## src/rtl/rf_mp.sv

```systemverilog
// Multi-port GPR file: two prioritised write ports, combinational read ports with
// write-to-read bypass, and a sequential bulk-clear engine. Optional trace: RF_MP_TRACE_EN.
module rf_mp #(
    parameter int DW     = 32,
    parameter int DEPTH  = 32,
    parameter int AW     = 5,
    parameter int NUM_RD = 2,
    parameter int BYPASS = 1
) (
    input  logic                 clk,
    input  logic                 reset,
    input  logic                 we0,
    input  logic [AW-1:0]        waddr0,
    input  logic [DW-1:0]        wdata0,
    input  logic [31:0]          wpc0,
    input  logic                 we1,
    input  logic [AW-1:0]        waddr1,
    input  logic [DW-1:0]        wdata1,
    input  logic [31:0]          wpc1,
    input  logic [NUM_RD*AW-1:0] raddr,
    output logic [NUM_RD*DW-1:0] rdata,
    input  logic                 clr_req,
    output logic                 clr_busy,
    output logic                 clr_done
);

    // state | meaning
    // IDLE  | normal operation; writes and bypass enabled
    // CLEAR | zeroing entry[clr_cnt] each cycle; writes dropped
    typedef enum logic {IDLE, CLEAR} state_t;

    state_t         state, state_nxt;
    logic [AW-1:0]  clr_cnt, clr_cnt_nxt;
    logic           done_nxt;
    logic [DW-1:0]  mem [DEPTH];
    logic           wr_ok0, wr_ok1;

    assign wr_ok0   = we0 && (state == IDLE);
    assign wr_ok1   = we1 && (state == IDLE);
    assign clr_busy = (state == CLEAR);

    always_ff @(posedge clk or negedge reset) begin
        if (!reset) begin
            state    <= IDLE;
            clr_cnt  <= '0;
            clr_done <= 1'b0;
        end else begin
            state    <= state_nxt;
            clr_cnt  <= clr_cnt_nxt;
            clr_done <= done_nxt;
        end
    end

    always_comb begin
        state_nxt   = state;
        clr_cnt_nxt = clr_cnt;
        done_nxt    = 1'b0;
        case (state)
            IDLE: begin
                if (clr_req) begin
                    state_nxt   = CLEAR;
                    clr_cnt_nxt = AW'(1);
                end
            end
            CLEAR: begin
                clr_cnt_nxt = clr_cnt + AW'(1);
                if (clr_cnt == AW'(DEPTH - 1)) begin
                    state_nxt = IDLE;
                    done_nxt  = 1'b1;
                end
            end
            default: state_nxt = IDLE;
        endcase
    end

    // Entry 0 is never written, so it stays at its reset value of zero.
    always_ff @(posedge clk or negedge reset) begin
        if (!reset) begin
            for (int i = 0; i < DEPTH; i++) mem[i] <= '0;
        end else if (state == CLEAR) begin
            mem[clr_cnt] <= '0;
        end else begin
            if (we0 && waddr0 != '0) mem[waddr0] <= wdata0;
            if (we1 && waddr1 != '0) mem[waddr1] <= wdata1;
        end
    end

    always_comb begin
        rdata = '0;
        for (int k = 0; k < NUM_RD; k++) begin
            if (raddr[k*AW +: AW] == '0)
                rdata[k*DW +: DW] = '0;
            else if (BYPASS != 0 && wr_ok1 && waddr1 == raddr[k*AW +: AW])
                rdata[k*DW +: DW] = wdata1;
            else if (BYPASS != 0 && wr_ok0 && waddr0 == raddr[k*AW +: AW])
                rdata[k*DW +: DW] = wdata0;
            else
                rdata[k*DW +: DW] = mem[raddr[k*AW +: AW]];
        end
    end

`ifdef RF_MP_TRACE_EN
    // Port 0 printed first; overridden and address-0 writes still appear in the trace.
    always @(posedge clk) begin
        if (reset && state == IDLE) begin
            if (we0) $display("%d@%h: $%d <= %h", $time, wpc0, waddr0, wdata0);
            if (we1) $display("%d@%h: $%d <= %h", $time, wpc1, waddr1, wdata1);
        end
    end
`else
    logic trace_unused;
    assign trace_unused = &{1'b0, wpc0, wpc1};
`endif

endmodule

```

## config.mk

```make
export PLATFORM = sky130hd
export DESIGN_NAME = rf_mp
export DESIGN_NICKNAME = d
export VERILOG_FILES = /design/src/rtl/rf_mp.sv
export SDC_FILE = /design/constraint.sdc
export NUM_CORES = 2
export LEC_CHECK = 0
export BUFFER_PORTS_ARGS = -buffer_cell sky130_fd_sc_hd__buf_2
export CAP_MARGIN = 20
export CORE_MARGIN = 5
export CORE_UTILIZATION = 25
export DETAILED_ROUTE_END_ITERATION = 7
export PLACE_DENSITY = 0.45
export SETUP_SLACK_MARGIN = 0.4
export SYNTH_ARGS = -nofsm -noshare
export SYNTH_HDL_FRONTEND = slang
export SYNTH_SLANG_ARGS = --single-unit
```

## constraint.sdc

```tcl
create_clock -name clk -period 3.21 [get_ports clk]
set_input_delay 0.4815 -clock clk [delete_from_list [all_inputs] [get_ports clk]]
set_output_delay 0.4815 -clock clk [all_outputs]
set_load 0.02 [all_outputs]
```

==> results.toml <==
[outcome]
status = "finished, violations left"
violations = "negative setup slack"

[sta]
fmax_mhz = 282.0
layout_setup_ws_ps = -335.8
worst_slew_pin_slew_ps = 1209
final_hold_viol_count = 0
slew_headroom = 0.1941
slew_viol_final = 0
skew_ps = 55.77
rsz0062_at_grt = "true"
setup_viol = 64
post-route-period-util = 1.105
fin_crit_ps = 3546

[placed_design]
post_dp_cell_area_um2 = 85680
gp_congestion = 0.8829
dp.cells = 11550
dp_slack_ps = -386.0
dp_hpwl_um = 242600
io_buffers = 154

[layout]
layout.cells.non_filler = 11960
layout-drive-gt1-share = 0.2551
final_cell_mix = "1074 x mux2i_1, 1030 x dfrtp_1, 960 x a22o_1"
nNetsFinal = 8062
stdcell_area_um2 = 93280
syn2layout_area_growth_pct = 23.91
mostFrequentLayoutCell = "mux2i_1"

[route]
routed_wl_um = 365600
ant_nets = 0
wire_per_inst_um = 30.58
dr.first_iter.drc_count = 7360
avgViaCountPerCell = 5.848
drc_errors = 0
detail_route.first_pass.iterations = 8
num_vias = 69920

[yosys]
synth_top_area_share = 0.3427
synth_fp_nets = 7871
ys_types = 64
synthCells = 7713
async_reset_ff_frac = 1.000
syn_area_per_cell_um2 = 9.760
synth_flop_cell = "dfrtp_1"
synth.cell_area_um2 = 75280
yosys-top-cells-area = "dfrtp_1 34%, mux2i_1 14%, a22o_1 11%, mux4_2 11%, a21oi_1 6.1%"
synth_top_area_cell = "dfrtp_1"
synth-edff-count = 0
seq_area_frac_synth = 0.3427
ys_warn_count = 0
synth_seq_cells = 1031

[critical_path]
worstPathMaxFanout = 4
r2r.worst_path.cells = 8
cp-end-kind = "output pin"
arrival_ps = 3060
critPathKind = "flip-flop to output pin"
required_ps = 2730
start_kind = "flip-flop"

[pwr]
power_leakage_nw = 41.54
peakVddDrop_mv = 0.5863
powerDensity_nw_per_um2 = 708.2

[global_routing]
grt.total_usage = 0.2248
antenna_found_initial = 12
grt_pass1_wl_um = 518700
grt_overflow = 0
first_global_vias = 67360
grt_max_degree = 193

[cts]
cts_max_path_buffers = 4
clk_pin_slew_ps = 60
clock_latency_ps = 840
cts_tree = "built"
cts-root-buf = "clkbuf_16"
htree_levels = 4
cts-buffers-inserted = 140
clkSinkCount = 1031

[die]
io_pins = 219
rows = 201
fp.dieH_um = 558.8
die_w_um = 558.8
coreArea_um2 = 299800
start_util = 0.2511
die_area_um2 = 312200

[job]
maxCapViolCount = 0

[worst_hold_path]
min_path_type = "primary input to flip-flop"
hold_depth = 2
area by class of cell:
type	count	area [µm²]
fillers	30610	206500
multi-input cells	5655	47000
flip-flops and latches	1031	25800
repair buffers	1071	10960
well taps	3958	4952
clock buffers	189	3989
clock inverters	43	535.5
inverters	5	31.28
diodes	5	12.51
metrics by stage:
stage | total power (W) | utilization | hold slack, ps | TNS [ps]
3_5_place_dp | 0.04775 | 0.2858 | 489.9 | -9390
2_1_floorplan | 0.03748 | - | 185.9 | 0
5_1_grt | 0.06899 | 0.3111 | 78.13 | -17530
4_1_cts | 0.06553 | 0.3086 | 48.71 | -14190
3_3_place_gp | 0.04679 | 0.2856 | 481.6 | -9600
6_report | 0.06606 | 0.3112 | 72.79 | -13480
power by group:
part	internal, W	leakage, nW	switching (W)
Combinational	0.0133	25.2	0.0147
Sequential	0.0173	14.1	0.00448
Clock	0.00963	2.25	0.00669
Total	0.0402	41.5	0.0259
critical path: stages (launching register included):
cell and delay [ps]:
dfrtp_1 410, mux4_2 480, a22o_4 300, a211oi_4 240
buf_4 170, nor4_2 30, a221o_2 420, buf_6 180
state kept, by name, indices dropped and copies added (netlist names):
signal,flops
clr_cnt,5
mem,1024
clr_done,1
clr_busy,1
layer usage:
| metal | up-vias | wire [µm] | GRT usage |
|---|---|---|---|
| met4 | 6 | 16500 | 0.09210 |
| li1 | 29710 | - | - |
| met3 | 749 | 27220 | 0.03261 |
| met2 | 3418 | 166800 | 0.3570 |
| met5 | - | 34 | 0 |
| met1 | 36040 | 155100 | 0.3066 |
cells in the mapped netlist (40+ instances only):
master and number:
mux2i_1 1076, dfrtp_1 1031, a22o_1 984, nor2_1 954, a21oi_1 920, clkbuf_1 759
mux4_2 380, nand2_1 367, buf_2 166, mux2_2 119, o21ai_0 80, a211oi_1 68
nand4_1 63, o221ai_1 63, a221oi_1 60, o211ai_1 58, a31oi_1 56, buf_1 49
nand3_1 46, a32o_1 40
kinds of logic after synthesis:
| group | count (synthesis) | share of synthesized area |
|---|---|---|
| AO/OA/AOI/OAI | 2451 | 0.2325 |
| multiplexers | 1585 | 0.2760 |
| AND/OR/NAND/NOR | 1594 | 0.08908 |
| XOR/XNOR | 20 | 0.002327 |
| flip-flops | 1031 | 0.3427 |
| adder cells (fa/ha/maj) | 5 | 0.0008310 |
| buffers and inverters | 1027 | 0.05651 |
path summary, 6_finish.rpt:
path,start,endpoint,slack [ps]
worst min register to register,mem[994],mem[994],510
min in group asynchronous,reset,mem[505],330
worst min-delay path,clr_req,clr_cnt[1],70
max in group asynchronous,reset,mem[150],1780
worst max-delay path,mem[230],rdata[6],-340
worst max register to register,clr_busy,mem[558],460
repair_timing:
| action | CTS | global route |
|---|---|---|
| pin swaps | 93 | 34 |
| hold buffers | 1 | 0 |
| setup endpoints to repair | 98 | 131 |
| hold endpoints to repair | 31 | 0 |
| resized for setup | 283 | 65 |
| cloned | 3 | 4 |
| buffers inserted | 123 | 34 |
Note: power is estimated with default switching activity, not from simulation.
